===== config.mk =====
export PLATFORM = sky130hd
export DESIGN_NAME = md_writeback_arbiter
export DESIGN_NICKNAME = d
export VERILOG_FILES = /design/src/rtl/md_writeback_arbiter.sv
export SDC_FILE = /design/constraint.sdc
export NUM_CORES = 1
export LEC_CHECK = 0
export CORE_ASPECT_RATIO = 0.75
export CORE_UTILIZATION = 40
export CTS_BUF_LIST = sky130_fd_sc_hd__clkbuf_4 sky130_fd_sc_hd__clkbuf_8 sky130_fd_sc_hd__clkbuf_16
export DETAILED_ROUTE_END_ITERATION = 16
export PLACE_DENSITY = 0.78
export SYNTH_ARGS = -nofsm -noshare
export SYNTH_HDL_FRONTEND = slang
export SYNTH_SLANG_ARGS = --single-unit

===== constraint.sdc =====
create_clock -name clock -period 2.4 [get_ports clock]
set_input_delay 0.36 -clock clock [delete_from_list [all_inputs] [get_ports clock]]
set_output_delay 0.36 -clock clock [all_outputs]
set_load 0.05 [all_outputs]

===== src/rtl/md_writeback_arbiter.sv =====
// Mult/div writeback arbiter: captures MD results, shares the regfile write port with the W stage,
// and raises decode stalls on hazards against the in-flight MD destination. Optional: MDWB_FORWARD_EN.
module md_writeback_arbiter #(
    parameter int STARVE_MAX   = 4,
    parameter int RSTATUS_REG  = 30,
    parameter int MUL_EXC_CODE = 4,
    parameter int DIV_EXC_CODE = 5
) (
    input  logic        clock,
    input  logic        reset,
    input  logic        md_start,
    input  logic        md_start_div,
    input  logic [4:0]  md_rd,
    input  logic        md_ready,
    input  logic [31:0] md_result,
    input  logic        md_exception,
    input  logic        w_we,
    input  logic [4:0]  w_rd,
    input  logic [31:0] w_data,
    input  logic [4:0]  dec_src_a,
    input  logic [4:0]  dec_src_b,
    input  logic        dec_is_md,
`ifdef MDWB_FORWARD_EN
    output logic        fwd_a_sel,
    output logic        fwd_b_sel,
    output logic [31:0] fwd_data,
`endif
    output logic        ctrl_writeEnable,
    output logic [4:0]  ctrl_writeReg,
    output logic [31:0] data_writeReg,
    output logic        md_busy,
    output logic        stall
);

    localparam int CW = $clog2(STARVE_MAX + 1);

    typedef enum logic [1:0] {IDLE, RUN, HOLD} state_t;

    state_t         state_q, state_d;
    logic [4:0]     busyRd_q, busyRd_d;
    logic           busyDiv_q, busyDiv_d;
    logic [4:0]     holdTgt_q, holdTgt_d;
    logic [31:0]    holdVal_q, holdVal_d;
    logic           holdExc_q, holdExc_d;
    logic [CW-1:0]  starveCnt_q, starveCnt_d;

    logic [4:0]     runTgt;
    logic [31:0]    runVal;
    logic           runValid;
    logic           holdValid;
    logic           mdWe;
    logic [4:0]     mdReg;
    logic [31:0]    mdData;
    logic           hazA, hazB, starved, fwdOk;

    always_ff @(posedge clock) begin
        if (reset) begin
            state_q     <= IDLE;
            busyRd_q    <= '0;
            busyDiv_q   <= 1'b0;
            holdTgt_q   <= '0;
            holdVal_q   <= '0;
            holdExc_q   <= 1'b0;
            starveCnt_q <= '0;
        end else begin
            state_q     <= state_d;
            busyRd_q    <= busyRd_d;
            busyDiv_q   <= busyDiv_d;
            holdTgt_q   <= holdTgt_d;
            holdVal_q   <= holdVal_d;
            holdExc_q   <= holdExc_d;
            starveCnt_q <= starveCnt_d;
        end
    end

    // Exceptions redirect the write to the status register; a plain result to r0 is dropped.
    assign runTgt    = md_exception ? 5'(RSTATUS_REG) : busyRd_q;
    assign runVal    = md_exception ? (busyDiv_q ? 32'(DIV_EXC_CODE) : 32'(MUL_EXC_CODE)) : md_result;
    assign runValid  = md_exception | (busyRd_q != 5'd0);
    assign holdValid = holdExc_q | (holdTgt_q != 5'd0);

    always_comb begin
        state_d     = state_q;
        busyRd_d    = busyRd_q;
        busyDiv_d   = busyDiv_q;
        holdTgt_d   = holdTgt_q;
        holdVal_d   = holdVal_q;
        holdExc_d   = holdExc_q;
        starveCnt_d = starveCnt_q;
        mdWe        = 1'b0;
        mdReg       = '0;
        mdData      = '0;
        case (state_q)
            IDLE: begin
                if (md_start) begin
                    state_d   = RUN;
                    busyRd_d  = md_rd;
                    busyDiv_d = md_start_div;
                end
            end
            RUN: begin
                if (md_ready) begin
                    if (!w_we) begin
                        mdWe    = runValid;
                        mdReg   = runTgt;
                        mdData  = runVal;
                        state_d = IDLE;
                    end else begin
                        state_d   = HOLD;
                        holdTgt_d = runTgt;
                        holdVal_d = runVal;
                        holdExc_d = md_exception;
                    end
                end
            end
            HOLD: begin
                if (!w_we) begin
                    mdWe        = holdValid;
                    mdReg       = holdTgt_q;
                    mdData      = holdVal_q;
                    state_d     = IDLE;
                    starveCnt_d = '0;
                end else if (starveCnt_q != CW'(STARVE_MAX)) begin
                    starveCnt_d = starveCnt_q + 1'b1;
                end
            end
            default: state_d = IDLE;
        endcase
    end

    assign hazA    = (busyRd_q != 5'd0) && (dec_src_a == busyRd_q);
    assign hazB    = (busyRd_q != 5'd0) && (dec_src_b == busyRd_q);
    assign starved = (state_q == HOLD) && (starveCnt_q == CW'(STARVE_MAX));

`ifdef MDWB_FORWARD_EN
    assign fwdOk     = (state_q == HOLD) && !holdExc_q;
    assign fwd_a_sel = !reset && fwdOk && hazA;
    assign fwd_b_sel = !reset && fwdOk && hazB;
    assign fwd_data  = (!reset && fwdOk) ? holdVal_q : 32'd0;
`else
    assign fwdOk = 1'b0;
`endif

    // W-stage write always wins the port; outputs are forced quiet while reset is asserted.
    always_comb begin
        ctrl_writeEnable = 1'b0;
        ctrl_writeReg    = '0;
        data_writeReg    = '0;
        if (!reset) begin
            if (w_we) begin
                ctrl_writeEnable = 1'b1;
                ctrl_writeReg    = w_rd;
                data_writeReg    = w_data;
            end else if (mdWe) begin
                ctrl_writeEnable = 1'b1;
                ctrl_writeReg    = mdReg;
                data_writeReg    = mdData;
            end
        end
    end

    assign md_busy = !reset && (state_q != IDLE);
    assign stall   = !reset && ((md_busy && (dec_is_md || ((hazA || hazB) && !fwdOk))) || starved);

endmodule


Word-level counts from Yosys, hierarchy flattened
Index checks and enable logic that the tools add are counted.

Reductions and logical operators: 18. Mux-type cells: 27. Equality and inequality tests: 10. $add $sub $neg: 1. Bitwise logic cells: 2.

Operator list (count): 32-bit two-way mux (5); 32-bit one-hot mux with 2 select lines (1); 5-bit two-way mux (5); 5-bit == test (2); 5-bit one-hot mux with 2 select lines (1); 5-bit nonzero test (2); 2-bit two-way mux (4); 1-bit two-way mux (7); 1-bit logical AND (6); 3-bit two-way mux (2); 2-bit != test, second input constant (3); 2-bit one-hot mux with 3 select lines (1); 3-bit AND reduction (2); 2-bit AND reduction (2); 3-bit by 1-bit adder with 3-bit output, second input constant (1); 3-bit == test, second input constant (1); 1-bit logical OR (3); 3-bit != test, second input constant (1); 2-bit by 1-bit == test with 1-bit output, second input constant (1); 2-bit == test, second input constant (1); 2-bit zero test (1); 2-bit by 1-bit != test with 1-bit output, second input constant (1); 1-bit bitwise OR (2); 1-bit one-hot mux with 2 select lines (1); 2 further kinds (2).

Input bits: 92. Output and inout port bits: 40. Register bits after elaboration: 49. Word-level logic and storage cells: 65.

Depth between registers and ports, before layout
Depth after elaboration: 8. Gate-level depth with buffers: 8. Depth with buffers taken out: 6.

Worst setup path before layout
Ideal clock, no wire load.

Kind: flip-flop to output port. Start: register state_q[0]. End: output stall. Data required time: 2.040 ns. Cell stages (with the launch flop): 7. Buffers on the path: 1. Arrival time: 2.703 ns. Path slack: -0.663 ns. Cell sequence: dfxtp_1 inv_1 ha_1 clkbuf_1 nor2_1 nand2_1 o21ai_0.

Word-level cells in the longest chain between the ends: 5. Elaborated cells on any way between the ends: 7. Classes of those cells: 1 x eq/ne; 6 x reduce/logical.

Ends and longest elaborated chain: start, declared (RTL line 39) `state_t state_q, state_d;`; start signal, assigned (RTL line 66) `state_q <= state_d;`; 2-bit nonzero test (RTL line 162) `assign md_busy = !reset && (state_q != IDLE);`; 1-bit logical AND (RTL line 162); via md_busy (RTL line 31) `output logic md_busy,`; 1-bit logical AND (RTL line 163) `assign stall = !reset && ((md_busy && (dec_is_md || ((hazA || hazB) && !fwdOk))) || starved);`; 1-bit logical OR (RTL line 163); 1-bit logical AND (RTL line 163); end, declared (RTL line 32) `output logic stall`.

The timed path passes the listed nets, and every way through them passes these cells.

Worst setup path in the final report
Start: register holdTgt_q[0]. End: output data_writeReg[28].

Word-level cells in the longest chain between the ends: 7.

Ends and longest elaborated chain: start, declared (RTL line 42) `logic [4:0] holdTgt_q, holdTgt_d;`; start signal, assigned (RTL line 69) `holdTgt_q <= holdTgt_d;`; 5-bit nonzero test (RTL line 80) `assign holdValid = holdExc_q | (holdTgt_q != 5'd0);`; 1-bit bitwise OR (RTL line 80); 1-bit two-way mux (RTL line 117) `if (!w_we) begin`; 1-bit one-hot mux with 2 select lines (RTL line 93) `case (state_q)`; 32-bit two-way mux (RTL line 154) `end else if (mdWe) begin`; 32-bit two-way mux (RTL line 150) `if (w_we) begin`; 32-bit two-way mux (RTL line 149) `if (!reset) begin`; end, declared (RTL line 30) `output logic [31:0] data_writeReg,`.

No other way between the ends.

==> impl_metrics.env <==
export IMPL_synthFlopType="dfxtp_1"
export IMPL_fp_row_count=26
export IMPL_violations="setup timing"
export IMPL_synthToLayoutAreaGrowth_pct=62.6
export IMPL_die_x_um=99.9
export IMPL_vias=3394
export IMPL_hold_buffers=0
export IMPL_synth_seq_cells=49
export IMPL_endpoint_kind="primary output"
export IMPL_layout_nets=623
export IMPL_skew_ps=6.31
export IMPL_clk_latency_ps=290
export IMPL_cts_buffer_depth=2
export IMPL_critPathArrivalTime_ps=2250
export IMPL_drv_cap=0
export IMPL_diodes=0
export IMPL_gr_total_overflow=0
export IMPL_clkTransAtPathRegs_ps=90
export IMPL_path_class="flip-flop to primary output"
export IMPL_die_h_um=75.5
export IMPL_fin_crit_ps=2610
export IMPL_ios=132
export IMPL_synth_compound_area_share_pct=30.2
export IMPL_synth_top_family_by_area="compound AO/OA/AOI/OAI gates"
export IMPL_regToRegSetupSlack_ps=720
export IMPL_drive_above_1_share_pct=18.8
export IMPL_reg2reg_depth=8
export IMPL_critPathRequiredTime_ps=2040
export IMPL_r2r_start="state_q[1]"
export IMPL_min_period_over_period_pct=109
export IMPL_die_area_um2=7540
export IMPL_rsz0062_at_grt="true"
export IMPL_fillers=586
export IMPL_status="finished with violations"
export IMPL_setup_violations=37
export IMPL_synthAdderAreaFrac_pct=2.17
export IMPL_synthDistinctLibCells=27
export IMPL_worstSetupStartpointType="flip-flop"
export IMPL_synth_nets=499
export IMPL_place_gp_congestion=0.821
export IMPL_grt_pass1_vias=2865
export IMPL_synth_edff_count=0
export IMPL_synth_xor_area_share_pct=3.04
export IMPL_fmaxAchievable_mhz=383
export IMPL_cts_inserted_buffers=5
export IMPL_slew_headroom_pct=71.3
export IMPL_coreArea_um2=6900
export IMPL_synth_async_reset_ratio_pct=0
export IMPL_routedWlPerCell_um=15.1
export IMPL_cts_tree="yes"
export IMPL_synthCells=402
export IMPL_seqCellArea_um2=982
export IMPL_total_leakage_power_nw=1.68
export IMPL_worstPathMaxFanout=10
export IMPL_multi_input_area_um2=1780
export IMPL_yosys_warnings=0
export IMPL_wl_mm=9.45
export IMPL_vdd_drop_max_uv=277
export IMPL_r2r_end="holdVal_q[22]"
export IMPL_syn_area_per_cell_um2=7.16
export IMPL_grt_pass1_wl_mm=14.0
export IMPL_start_util_pct=41.7
export IMPL_via_per_inst=5.43
export IMPL_postRouteAntennaNets=0
export IMPL_synth_simple_area_share_pct=23.3
export IMPL_yosysSeqAreaShare_pct=34.1
export IMPL_slew_violations=0
export IMPL_route_detailed_drc=0
export IMPL_tightest_slew_ps=426
export IMPL_p_total_mw=2.15
export IMPL_p_per_area_nw_per_um2=460
export IMPL_numPortBuffers=131
export IMPL_htreeDepth=2
export IMPL_final_hold_viol_count=0
export IMPL_synth_area_um2=2880
export IMPL_drt_first_iter_violations=263
export IMPL_min_path_cells=2
export IMPL_worst_slack_ps=-213
export IMPL_clock_sinks=49
export IMPL_clockRootBuffer="clkbuf_8"
export IMPL_worstHoldStart="holdVal_q[13]"
export IMPL_muxShareOfSynthArea_pct=0.696
export IMPL_grt_max_degree=44
export IMPL_min_path_type="flip-flop to flip-flop"
export IMPL_place_hpwl_mm=6.72
export IMPL_place_ws_ps=109
export IMPL_dr_pass1_iters=5
export IMPL_min_to="holdVal_q[13]"
export IMPL_grt_use_total_pct=23.4
export IMPL_antenna_found_initial=0
==> worst max path at each step <==
stage	to	startpoint	slack (ps)	depth (start not counted)
2_1_floorplan	data_writeReg[15]	md_exception	-330	6
3_5_place_dp	data_writeReg[20]	md_exception	110	7
3_3_place_gp	data_writeReg[22]	md_exception	150	7
4_1_cts	data_writeReg[1]	holdTgt_q[0]	-180	6
6_report	data_writeReg[28]	holdTgt_q[0]	-210	7
5_1_grt	data_writeReg[28]	holdTgt_q[0]	-290	7
==> cell usage after synthesis (2+ instances only) <==
cell,n,area (um2)
a32oi_1,32,280
inv_1,5,18.8
ha_1,5,62.6
clkbuf_1,35,131
nor2_1,27,101
buf_6,3,33.8
a21oi_1,53,265
xor2_1,10,87.6
o21ai_2,10,87.6
dfxtp_1,49,981
nand2b_1,3,18.8
nand3_1,39,195
nand2_1,82,308
a211oi_1,7,52.6
mux2i_1,2,20.0
o21ai_1,10,50.1
nor3_1,2,10.0
o21ai_0,19,95.1
==> logic make-up after synthesis <==
group                      Yosys count
and+or+nand+nor                    158
AOI/OAI and AO/OA                  134
DFF                                 49
buffers and inverters               44
xor gates and xnor gates            10
adders and majority gates            5
muxes                                2
==> layout make-up <==
type	count	area share, %
Timing Repair Buffer	155	35.3
Clock inverter	1	0.642
Tap cell	98	2.62
Inverter	6	0.481
Multi-Input combinational cell	309	38.1
Clock buffer	7	1.93
Sequential cell	49	21.0
==> layout by cell type (no fill, tap or decap), drive strengths merged <==
cell and count:
clkbuf 9, a211oi 7, clkdlybuf4s50 90, inv 6, and4b 1, nand3b 1
a22oi 1, nand3 39, nor4 1, nand2 82, ha 5, a21oi 53
nand2b 3, nor3 2, nor2 27, xor2 10, dfxtp 49, a32oi 32
o21ai 39, o31a 1, and2 1, buf 63, bufinv 1, o211ai 1
or4 1, mux2i 2
==> worst max-delay path, cell delays in order, from the launching register on <==
cell,delay [ps]
dfxtp_2,330
or4_4,520
o31a_1,300
o211ai_4,230
buf_4,180
clkbuf_16,160
o21ai_2,80
buf_12,150
==> metal layers <==
layer	global-route usage, %	up-vias	wire (um)
met3	3.76	6	593
met2	38.5	122	4410
met1	32.8	1580	4380
met5	0	-	0
met4	4.74	0	69
li1	-	1686	-
==> state kept, by name, indices dropped and copies added, names as in the netlist <==
name         cells
holdVal_q       32
holdTgt_q        5
holdExc_q        1
starveCnt_q      3
busyDiv_q        1
state_q          2
busyRd_q         5
==> power breakdown <==
part / switching, mW / internal [mW]
clock network: 0.260 / 0.351
logic: 0.360 / 0.312
registers: 0.0275 / 0.843
total: 0.648 / 1.51
==> timing repair <==
| item | 4_1_cts | 5_1_grt |
|---|---|---|
| setup buffers | 0 | 2 |
| cloned | 0 | 2 |
| pin swaps | 0 | 3 |
| setup endpoints to repair | 37 | 37 |
| resized for setup | 6 | 28 |
==> stage by stage <==
| stage | TNS, ps | utilization, % | instances | hold WS [ps] | cell area, um2 |
|---|---|---|---|---|---|
| final | -5560 | 67.8 | 625 | 456 | 4680 |
| after global placement | 0 | 63.5 | 613 | 441 | 4380 |
| after detailed placement | 0 | 63.5 | 613 | 446 | 4380 |
| after CTS | -5530 | 65.5 | 621 | 458 | 4520 |
| after global routing | -8420 | 67.8 | 625 | 481 | 4680 |
| after floorplan | -5310 | - | 402 | 436 | 2880 |
Note: power is estimated with default switching activity, not from simulation.
